## src/rtl/temp_bcd_converter.sv

```systemverilog
// temp_bcd_converter: iterative double-dabble binary-to-4-digit-BCD converter with start/busy/done handshake
// Ports: clk, reset (sync, active-low), start, temp_in[DATA_W] in; busy, done (1-cycle), ovf, digit3..digit0 (thousands..units) out
// Optional: NEG_TEMP_EN treats temp_in as two's complement, shows 4'hA in digit3 for negatives, clamps magnitude to 999
module temp_bcd_converter #(
  parameter int DATA_W  = 14,
  parameter int MAX_VAL = 9999
) (
  input  logic              clk,
  input  logic              reset,
  input  logic              start,
  input  logic [DATA_W-1:0] temp_in,
  output logic              busy,
  output logic              done,
  output logic              ovf,
  output logic [3:0]        digit3,
  output logic [3:0]        digit2,
  output logic [3:0]        digit1,
  output logic [3:0]        digit0
);
  typedef enum logic [1:0] {IDLE, SHIFT, PUBLISH} state_t;
  localparam int CW = $clog2(DATA_W + 1);
  state_t state, state_nxt;
  logic [DATA_W-1:0] sr, mag, limit, sat;
  logic [15:0] bcd, bcd_adj;
  logic [CW-1:0] cnt;
  logic ovf_pend, neg_pend, neg;
  always_ff @(posedge clk)
    state <= !reset ? IDLE : state_nxt;
  always_comb
    state_nxt = state == IDLE  ? (start ? SHIFT : IDLE) :
                state == SHIFT ? (cnt == CW'(1) ? PUBLISH : SHIFT) : IDLE;
  always_comb
    busy = state != IDLE;
  always_comb begin
`ifdef NEG_TEMP_EN
    neg = temp_in[DATA_W-1];
`else
    neg = 1'b0;
`endif
    mag   = neg ? -temp_in : temp_in;
    limit = neg ? DATA_W'(999) : DATA_W'(MAX_VAL);
    sat   = mag > limit ? limit : mag;
  end
  // add-3 correction per nibble before each shift keeps every nibble a valid BCD digit
  always_comb begin
    bcd_adj = bcd;
    for (int i = 0; i < 4; i++)
      bcd_adj[4*i +: 4] = bcd[4*i +: 4] >= 4'd5 ? bcd[4*i +: 4] + 4'd3 : bcd[4*i +: 4];
  end
  always_ff @(posedge clk)
    if (!reset) begin
      sr       <= '0;
      bcd      <= '0;
      cnt      <= '0;
      ovf_pend <= 1'b0;
      neg_pend <= 1'b0;
      done     <= 1'b0;
      ovf      <= 1'b0;
      {digit3, digit2, digit1, digit0} <= '0;
    end else begin
      done <= state == PUBLISH;
      if (state == IDLE && start) begin
        sr       <= sat;
        ovf_pend <= mag > limit;
        neg_pend <= neg;
        bcd      <= '0;
        cnt      <= CW'(DATA_W);
      end
      if (state == SHIFT) begin
        {bcd, sr} <= {bcd_adj, sr} << 1;
        cnt       <= cnt - CW'(1);
      end
      if (state == PUBLISH) begin
        {digit3, digit2, digit1, digit0} <= {neg_pend ? 4'hA : bcd[15:12], bcd[11:0]};
        ovf <= ovf_pend;
      end
    end
endmodule

```

## config.mk

```make
export PLATFORM = sky130hd
export DESIGN_NAME = temp_bcd_converter
export DESIGN_NICKNAME = d
export VERILOG_FILES = /design/src/rtl/temp_bcd_converter.sv
export SDC_FILE = /design/constraint.sdc
export NUM_CORES = 1
export LEC_CHECK = 0
export BUFFER_PORTS_ARGS = -buffer_cell sky130_fd_sc_hd__buf_2
export CAP_MARGIN = 20
export CORE_MARGIN = 2
export CORE_UTILIZATION = 28
export CTS_CLUSTER_SIZE = 14
export DETAILED_ROUTE_END_ITERATION = 8
export HOLD_SLACK_MARGIN = 0.05
export SETUP_SLACK_MARGIN = 0.02
export SYNTH_ARGS = -nofsm -noshare
export SYNTH_HDL_FRONTEND = slang
export SYNTH_SLANG_ARGS = --single-unit
```

## constraint.sdc

```tcl
create_clock -name clk -period 2.2 [get_ports clk]
set_input_delay 0.44 -clock clk [delete_from_list [all_inputs] [get_ports clk]]
set_output_delay 0.44 -clock clk [all_outputs]
set_load 0.05 [all_outputs]
```

Yosys cells after proc, flatten, opt, wreduce, memory -nomap -nowiden
Index checks and enable logic that the tools add are counted.
Word-level totals
  flip-flop bits (word level): 55
  bits of input ports: 17
  output and inout port bits: 19
  logic and storage cells: 46
Operators by class
  add/sub/neg operators: 5
  $lt $le $gt $ge: 5
  equality and inequality tests: 3
  muxes and demuxes: 15
  bitwise logic cells: 1
  reductions and logical operators: 5
Operators with widths (number)
  $mux 14: 3
  $mux 16: 2
  $mux 4: 5
  $ge 4x3->1 const B: 4
  $gt 14x14->1 const B: 1
  $add 4x2->4 const B: 3
  $mux 2: 3
  $eq 4x1->1 const B: 1
  $reduce_bool 2->1: 2
  $sub 4x1->4 const B: 1
  $add 3x2->3 const B: 1
  $mux 3: 1
  $eq 2x1->1 const B: 1
  $eq 2x2->1 const B: 1
  $logic_not 2->1: 1
  $reduce_or 2->1: 1
  $logic_and 1x1->1: 1
  $mux 1: 1
  $not 1->1: 1

Longest topological paths before layout
Gate-level depths: netlist of the first run.
  depth in word-level cells: 4
  depth in mapped cells: 6
  depth with buffers taken out: 6

Least setup slack after synthesis of the first run
Ideal clock, no wire load.
  path kind: register -> register
  from: reg bcd[1]
  to: reg bcd[2]
  setup time: 74 ps
  arrival time: 1398 ps
  data required time: 2126 ps
  slack: 727 ps
  stages on the path, launching flop included: 7
  buffers on the path: 0
  clock period less this slack: 1473 ps
  cell sequence: dfxtp_1 -> inv_1 -> ha_1 -> nand2b_1 -> a21oi_1 -> mux2_2 -> o21ai_0
On the way
  word-level cells in the longest chain between the ends: 3
  elaborated cells on any way between the ends: 4
  those cells by class: add/sub: 1; order compare: 1; mux: 2
RTL lines
  start, declared: RTL line 24  | logic [15:0] bcd, bcd_adj;
  start signal, assigned: RTL line 70  | {bcd, sr} <= {bcd_adj, sr} << 1;
  $add 4x2->4 or $ge 4x3->1 (tied branches): RTL line 48  | bcd_adj[4*i +: 4] = bcd[4*i +: 4] >= 4'd5 ? bcd[4*i +: 4] + 4'd3 : bcd[4*i +: 4];
  $mux 4 (*): RTL line 48
  $mux 16 (*): RTL line 69  | if (state == SHIFT) begin
Every way passes the cells marked *; elsewhere a longest branch is shown, timed or not.
A chain may end at the register's enable or synchronous reset.

Final worst setup path of the first run
  from: reg state[1]
  to: out busy
On the way
  word-level cells in the longest chain between the ends: 1
RTL lines
  start, declared: RTL line 22  | state_t state, state_nxt;
  start signal, assigned: RTL line 28  | state <= !reset ? IDLE : state_nxt;
  $reduce_bool 2->1: RTL line 33  | busy = state != IDLE;
  end, declared: RTL line 12  | output logic busy,
Every way passes these cells.

==> flow_summary.ini, run 1 <==
[outcome]
outcome = finished, final reports clean

[cells_and_area]
fin_area_sq_um = 2850
multi_input_area_sq_um = 1220
drive_above_1_share_pct = 17.8
n_fill_cell = 976
n_antenna_cell = 0
area_growth_pct = 14.9
final-seq-area_sq_um = 1100
final_util_pct = 32.9
finalNetCount = 357

[power]
p_per_area_nw_per_um2 = 646
vdd_drop_max_mv = 0.325
total_leakage_power_uw = 0.00107

[drt]
drtIter0Drc = 76
vias_per_cell = 4.87
firstDrtPassIters = 4
via_count = 2139
ant_nets = 0
drc = 0
wire_per_inst_microns = 12.7
wl_microns = 5560

[synth]
async_reset_ff_share_pct = 0
ys.flop_type = dfxtp_1
syn_nets = 323
ys_ff_latch = 55
synth_warnings = 0
synth_cell_types = 39
netlist_area_sq_um = 2480
synth_area_per_cell_sq_um = 8.39
synth_edf_count = 0
yosysSeqAreaShare_pct = 44.4
synth_cells = 296

[critical_path]
critPathMaxFanout = 14
cp_slowest_cell = dfxtp_1
critPathKind = reg -> out
worstPathArrival_ns = 1.48
critPathLaunchType = register
critPathTopFamily = flip-flops
slowest_delay_ns = 0.70
path_cells = or2_2 > buf_2
critPathBufInv = 1
cp-end-kind = output port
required_ns = 1.76

[min_path]
hp-class = in -> reg

[clock_tree]
cts_max_path_buffers = 2
htree_levels = 2
clock-root-buffer = clkbuf_8
cts.sinks = 55
clock_latency_ns = 0.31
postCtsHoldBufs = 0
numCtsBuffers = 5
cts_tree = done
post_cts_buffers = 0
postCtsResizedCells = 0
clkSlewWorstSetupHoldPaths_ns = 0.10

[timing]
finalHoldViolCount = 0
finalSetupViolations = 0
timing.final.crit_share_pct = 87.2
layout_min_cycle_time_ns = 1.92
rsz0062_at_grt = false
worst_pin_slew_ns = 0.569
fmax_mhz = 521
setup_tns_ns = 0
fin_worst_skew_ns = 0.0125
relSlewSlack_pct = 62.0
final_max_slew_viol_count = 0

[global_routing]
grt_max_degree = 21
grt_pass1_wl_microns = 9230
grt_pass1_vias = 2008
overflow = 0
gr-usage-all-layers_pct = 11.5
antenna_found_initial = 0

[floorplan]
row_count = 34
die_x_microns = 98.2
start_util_pct = 28.6
dieArea_sq_um = 9630
die_h_microns = 98.2
core_sq_um = 8680
pin_count = 36

[place]
numPortBuffers = 35
gp_congestion = 0.772
placed_area_sq_um = 2760
place_hpwl_microns = 3970

[run]
max_cap_viol_count = 0
[logic make-up after synthesis]
group	count (synthesis)	share of synthesized area [%]
AO/OA/AOI/OAI	82	19.8
XOR/XNOR	7	2.47
adder cells (fa/ha/maj)	10	5.04
buffers and inverters	34	6.30
flip-flops	55	44.4
multiplexers	5	2.22
AND/OR/NAND/NOR	103	19.9
[sequential cells by signal, summed over array words and instances, names as in the netlist, 2 cells and up]
register / flops
digit1: 4
bcd: 16
cnt: 4
digit3: 4
digit2: 4
state: 2
sr: 14
digit0: 4
[final timing paths]
| check | cells after the start | start | to | slack [ns] |
|---|---|---|---|---|
| setup / recovery | 2 | state[1]$_SDFF_PP0_ | busy | 0.28 |
| hold / removal | 2 | temp_in[11] | sr[11]$_SDFFE_PN0P_ | 0.34 |
| setup reg to reg | 6 | bcd[1]$_SDFFE_PN0P_ | bcd[2]$_SDFFE_PN0P_ | 0.51 |
| hold reg to reg | 2 | digit0[0]$_SDFFE_PN0P_ | digit0[0]$_SDFFE_PN0P_ | 0.46 |
[report_power, final]
part           switching, uW  leakage (uW)  total (uW)  internal [uW]
Sequential              30.3      0.000448        1060           1030
Clock                    348     0.0000418         578            230
Combinational            120      0.000577         200           79.6
[placed cells by master (no fill, tap or decap), types with 2 or more instances in the layout]
master,instances
a211oi_1,2
a21oi_1,38
a22oi_1,6
buf_2,35
buf_4,8
clkbuf_8,5
dfxtp_1,55
ha_1,10
inv_1,16
mux2_2,4
nand2_1,55
nand2b_1,6
nand3_1,6
nor2_1,12
nor3_1,7
nor3b_1,6
nor4_1,2
o21ai_0,19
o221ai_1,6
o2bb2ai_1,6
o31ai_1,2
xnor2_1,4
xor2_1,3
[per-layer routing]
| metal | vias to the layer above | GRT usage, % | share of wire, % |
|---|---|---|---|
| li1 | 1088 | - | - |
| met1 | 1010 | 14.5 | 47 |
| met2 | 37 | 20.0 | 48 |
| met3 | 4 | 2.72 | 4.4 |
| met4 | 0 | 2.74 | 0.70 |
| met5 | - | 0 | 0 |
[layout make-up]
type	count	area share, %
well taps	108	4.74
multi-input cells	207	42.9
clock buffers	6	2.54
clock inverters	2	0.570
repair buffers	43	8.25
flip-flops and latches	55	38.6
inverters	18	2.37
[worst register-to-register path: cells and delay by family, from the launching register on]
kind                     cells  cell delay (ns)
AO/OA/AOI/OAI                2             0.45
flip-flops                   1             0.40
multiplexers                 1             0.37
adder cells (fa/ha/maj)      1             0.18
AND/OR/NAND/NOR              1             0.13
buffers and inverters        1             0.09
[metrics by stage]
step | total power, uW | setup WS [ns] | hold slack [ns] | cells
5_1_grt | 1930 | 0.183 | 0.341 | 439
4_1_cts | 1870 | 0.279 | 0.333 | 439
6_report | 1840 | 0.281 | 0.345 | 439
3_5_place_dp | 1290 | 0.511 | 0.445 | 431
2_1_floorplan | 1220 | 0.727 | 0.429 | 296
3_3_place_gp | 1280 | 0.572 | 0.442 | 431
[synthesized netlist by cell type, drive strengths merged (2+ instances only)]
master / count / share of area, %
a211oi: 2 / 0.60
a21oi: 38 / 7.7
a22oi: 6 / 1.8
buf: 9 / 2.5
clkbuf: 7 / 1.1
dfxtp: 55 / 44
ha: 10 / 5.0
inv: 17 / 2.6
mux2: 4 / 1.8
nand2: 55 / 8.3
nand2b: 7 / 2.1
nand3: 6 / 1.2
nor2: 13 / 2.1
nor3: 7 / 1.4
nor3b: 7 / 2.6
nor4: 2 / 0.50
o21ai: 19 / 3.8
o221ai: 6 / 2.1
o2bb2ai: 6 / 2.1
o31ai: 2 / 0.60
xnor2: 4 / 1.4
xor2: 3 / 1.1
Power figures use the tool's default switching activity.
==> run 2: changes to the inputs <==
- CTS_BUF_LIST: default -> sky130_fd_sc_hd__clkbuf_4 sky130_fd_sc_hd__clkbuf_8
==> run 2 against run 1 <==
Against the previous run:
- sequential power hardly changed
- die area did not move
- worst setup slack worse by 0.0057 ns
- register-to-register slack barely moved
- via count grew 0.23%
- sequential share of layout area is 0.051 points lower
- sequential cell count unchanged
- global-route usage unchanged
- largest cell class unchanged
==> flow_summary.ini, run 2 (synthesis gave the netlist of run 1 again) <==
[outcome]
outcome = finished, final reports clean

[critical_path]
critPathMaxFanout = 14
slowest_delay_ns = 0.70
required_ns = 1.76
critPathKind = reg -> out
cp-end-kind = output port
cp_slowest_cell = dfxtp_1
critPathLaunchType = register
path_cells = or2_2 > buf_2
worstPathArrival_ns = 1.48

[clock_tree]
cts_tree = done
clock-root-buffer = clkbuf_8
postCtsResizedCells = 0
clock_latency_ns = 0.31
numCtsBuffers = 5
post_cts_buffers = 0
cts_max_path_buffers = 2
htree_levels = 2
postCtsHoldBufs = 0
clkSlewWorstSetupHoldPaths_ns = 0.10
cts.sinks = 55

[floorplan]
start_util_pct = 28.6
die_h_microns = 98.2
core_sq_um = 8680
pin_count = 36
row_count = 34
dieArea_sq_um = 9630
die_x_microns = 98.2

[timing]
relSlewSlack_pct = 61.7
final_max_slew_viol_count = 0
fmax_mhz = 520
hold_ws_ns = 0.344
worst_pin_slew_ns = 0.574
timing.final.crit_share_pct = 87.5
setup_tns_ns = 0
layout_min_cycle_time_ns = 1.92
finalHoldViolCount = 0
fin_worst_skew_ns = 0.0130
rsz0062_at_grt = false
finalSetupViolations = 0

[power]
combPwrFrac_pct = 10.8
clock_power_share_pct = 31.8
p_per_area_nw_per_um2 = 649
total_leakage_power_uw = 0.00107
vdd_drop_max_mv = 0.323
swShare_pct = 26.9
p_int_uw = 1360
power_uw = 1850
seq_power_share_pct = 57.4
power.switching_uw = 499

[drt]
wl_microns = 5600
drtIter0Drc = 77
wire_per_inst_microns = 12.7
ant_nets = 0
via_count = 2144
drc = 0
firstDrtPassIters = 5
vias_per_cell = 4.88

[cells_and_area]
area_growth_pct = 15.1
most-common-layout-cells = 55 x nand2_1, 55 x dfxtp_1, 38 x a21oi_1
n_antenna_cell = 0
drive_above_1_share_pct = 18.1
finalNetCount = 357
largest_registers = bcd (16), sr (14)
largest_reg_flops = 16
regMostFlops = bcd

[global_routing]
grt_max_degree = 21
grt_pass1_wl_microns = 9230
gr-usage-all-layers_pct = 11.5
overflow = 0
antenna_found_initial = 0
grt_pass1_vias = 2008

[place]
gp_congestion = 0.772
numPortBuffers = 35
place_hpwl_microns = 3970

[min_path]
hp-class = in -> reg

[run]
max_cap_viol_count = 0
[run 2: cell counts in the layout (fill, tap and decap cells not counted)]
No cell type changed its count.
[run 2: metal layers]
| metal | track usage (%) | vias up | share of wire, % |
|---|---|---|---|
| met1 | 14.5 | 1004 | 47 |
| met3 | 2.72 | 4 | 4.9 |
| met4 | 2.74 | 0 | 0.70 |
| met2 | 20.0 | 47 | 48 |
| met5 | 0 | - | 0 |
| li1 | - | 1089 | - |
[run 2: stage by stage]
stage / instance area (sq um) / util [%] / instances / setup WS (ns)
after floorplan: 2480 / - / 296 / 0.727
after global placement: 2760 / 31.8 / 431 / 0.572
after detailed placement: 2760 / 31.8 / 431 / 0.511
after CTS: 2860 / 32.9 / 439 / 0.279
after global routing: 2860 / 32.9 / 439 / 0.183
final: 2860 / 32.9 / 439 / 0.275
[run 2: critical path: cells and delay by family, from the launching register on]
family	cells	cell delay (ns)
flops	1	0.70
buf+inv	1	0.26
simple gates	1	0.21
[run 2: worst paths after layout]
path / depth (start not counted) / start / slack (ns) / endpoint
hold reg to reg: 2 / digit2[2]$_SDFFE_PN0P_ / 0.46 / digit2[2]$_SDFFE_PN0P_
hold / removal: 2 / temp_in[11] / 0.34 / sr[11]$_SDFFE_PN0P_
setup / recovery: 2 / state[1]$_SDFF_PP0_ / 0.28 / busy
setup reg to reg: 6 / bcd[1]$_SDFFE_PN0P_ / 0.51 / bcd[2]$_SDFFE_PN0P_
[run 2: final cells by class]
cell class | count | area [sq um]
flip-flops and latches | 55 | 1100
well taps | 108 | 135
inverters | 18 | 67.6
multi-input cells | 207 | 1220
fillers | 978 | 5820
repair buffers | 43 | 235
clock inverters | 2 | 16.3
clock buffers | 6 | 76.3
[run 2: power by group through the flow]
| stage | Combinational, uW | Clock (uW) | Sequential, uW |
|---|---|---|---|
| 6_report | 201 | 590 | 1060 |
| 3_3_place_gp | 198 | 0 | 1090 |
| 3_5_place_dp | 202 | 0 | 1090 |
| 4_1_cts | 203 | 612 | 1060 |
| 2_1_floorplan | 149 | 0 | 1070 |
| 5_1_grt | 227 | 649 | 1070 |
==> run 3: changes to the inputs <==
- CORE_UTILIZATION: 28 -> 45
- CTS_CLUSTER_DIAMETER: default -> 30
- PLACE_DENSITY: default -> 0.65
==> run 3 against run 2 <==
Against the previous run:
- cell area is 0.22% higher
- sequential cell count unchanged
- sequential share of layout area fell by 0.084 points
- clock power up 33%
- die area fell by 36%
- final cell count fell by 8.0%
- wire length decreased by 6.4%
- first-iteration DRC count grew 40%
- sequential power about the same
- critical path type unchanged
- highest routed layer unchanged
==> flow_summary.ini, run 3 (synthesis gave the netlist of run 1 again) <==
[drt]
wl_microns = 5240
ant_nets = 0
drc = 0
wire_per_inst_microns = 13.0
vias_per_cell = 5.18
via_count = 2094
firstDrtPassIters = 4
drtIter0Drc = 108

[critical_path]
timing.rr.start = state[0]$_SDFF_PN0_
path_depth = 2
required_ns = 1.76
critPathKind = reg -> out
critPathTopFamily = flip-flops
cp_slowest_cell = dfxtp_1
critPathBufInv = 1
cp-end-kind = output port
slowest_delay_ns = 0.68
worstPathArrival_ns = 1.44
critPathLaunch = state[1]$_SDFF_PP0_
path_cells = or2_2 > buf_2
critPathLaunchType = register
r2r_cells = 5
r2r_slack_ns = 0.55
critPathMaxFanout = 14

[floorplan]
row_count = 27
die_h_microns = 78.3
die_x_microns = 78.3
core_sq_um = 5410
dieArea_sq_um = 6130
start_util_pct = 45.9
pin_count = 36

[timing]
relSlewSlack_pct = 63.2
fin_worst_skew_ns = 0.00784
finalHoldViolCount = 0
rsz0062_at_grt = false
worst_pin_slew_ns = 0.551
fmax_mhz = 533
finalSetupViolations = 0
layout_min_cycle_time_ns = 1.88
final_max_slew_viol_count = 0
hold_ws_ns = 0.343
timing.final.crit_share_pct = 85.3
setup_tns_ns = 0

[global_routing]
gr-usage-all-layers_pct = 18.0
grt_pass1_vias = 1880
overflow = 0
antenna_found_initial = 0
grt_max_degree = 17
grt_pass1_wl_microns = 8820

[min_path]
min_from = temp_in[6]
hold_depth = 2
hp-class = in -> reg

[cells_and_area]
regMostFlops = bcd
area_growth_pct = 15.3
final-seq-area_sq_um = 1100
most-common-layout-cells = 55 x nand2_1, 55 x dfxtp_1, 38 x a21oi_1
multi_input_area_sq_um = 1220
largest_reg_flops = 16
finalNetCount = 358
drive_above_1_share_pct = 18.4
largest_registers = bcd (16), sr (14)
n_antenna_cell = 0
n_fill_cell = 548
fin_cells = 404
fin_area_sq_um = 2860

[power]
power_uw = 2050
total_leakage_power_uw = 0.00110
vdd_drop_max_mv = 0.368
swShare_pct = 23.0
combPwrFrac_pct = 9.7
p_per_area_nw_per_um2 = 717
clock_power_share_pct = 38.3
seq_power_share_pct = 51.9
p_int_uw = 1580
power.switching_uw = 472

[place]
dpl.cell_count = 396
gp_congestion = 0.821
placed_area_sq_um = 2730
numPortBuffers = 35
place_hpwl_microns = 3750

[outcome]
outcome = finished, final reports clean

[clock_tree]
clock-root-buffer = clkbuf_8
postCtsResizedCells = 0
cts.sinks = 55
clkSlewWorstSetupHoldPaths_ns = 0.09
cts_max_path_buffers = 2
clock_latency_ns = 0.31
numCtsBuffers = 5
post_cts_buffers = 0
postCtsHoldBufs = 0
cts_tree = done
htree_levels = 2

[run]
max_cap_viol_count = 0
run 3: changes by cell type in the layout (fill, tap and decap cells not counted):
cell        previous run  this run
bufinv_16              0         2
buf_4                  8         9
clkinvlp_4             1         0
inv_6                  1         0
run 3: worst register-to-register path, stage by stage (launching register included):
cell      delay [ns]
dfxtp_1         0.66
buf_4           0.27
nor2_1          0.05
nor2_1          0.34
o221ai_1        0.19
nand2_1         0.09
run 3: per-layer routing:
metal / up-vias / track usage (%) / share of wire (%)
li1: 1082 / - / -
met1: 955 / 23.4 / 46
met2: 52 / 30.2 / 46
met3: 5 / 4.14 / 6.3
met4: 0 / 4.74 / 1.0
met5: - / 0 / 0
run 3: final timing paths:
| kind | endpoint |
|---|---|
| worst max-delay path | busy |
| worst max register to register | sr[10]$_SDFFE_PN0P_ |
| worst min register to register | digit3[1]$_SDFFE_PN0P_ |
| worst min-delay path | sr[6]$_SDFFE_PN0P_ |
run 3: cell type report:
| class | count | share of cell area (%) |
|---|---|---|
| multi-input combinational | 207 | 42.8 |
| sequential | 55 | 38.5 |
| timing repair buffer | 44 | 8.48 |
| tap | 72 | 3.15 |
| clock buffer | 6 | 2.67 |
| inverter | 18 | 2.36 |
| clock inverter | 2 | 2.10 |
run 3: per-stage QoR:
| stage | utilization, % | setup slack, ns |
|---|---|---|
| finish | 53.0 | 0.323 |
| global route | 53.0 | 0.266 |
| floorplan | - | 0.727 |
| global placement | 50.4 | 0.616 |
| CTS | 53.0 | 0.327 |
| detailed placement | 50.4 | 0.588 |
run 3: power groups by stage:
stage	clock network [uW]	logic [uW]	registers, uW
2_1_floorplan	0	149	1070
3_3_place_gp	0	196	1090
3_5_place_dp	0	199	1090
4_1_cts	812	200	1070
5_1_grt	842	226	1070
6_report	787	199	1070
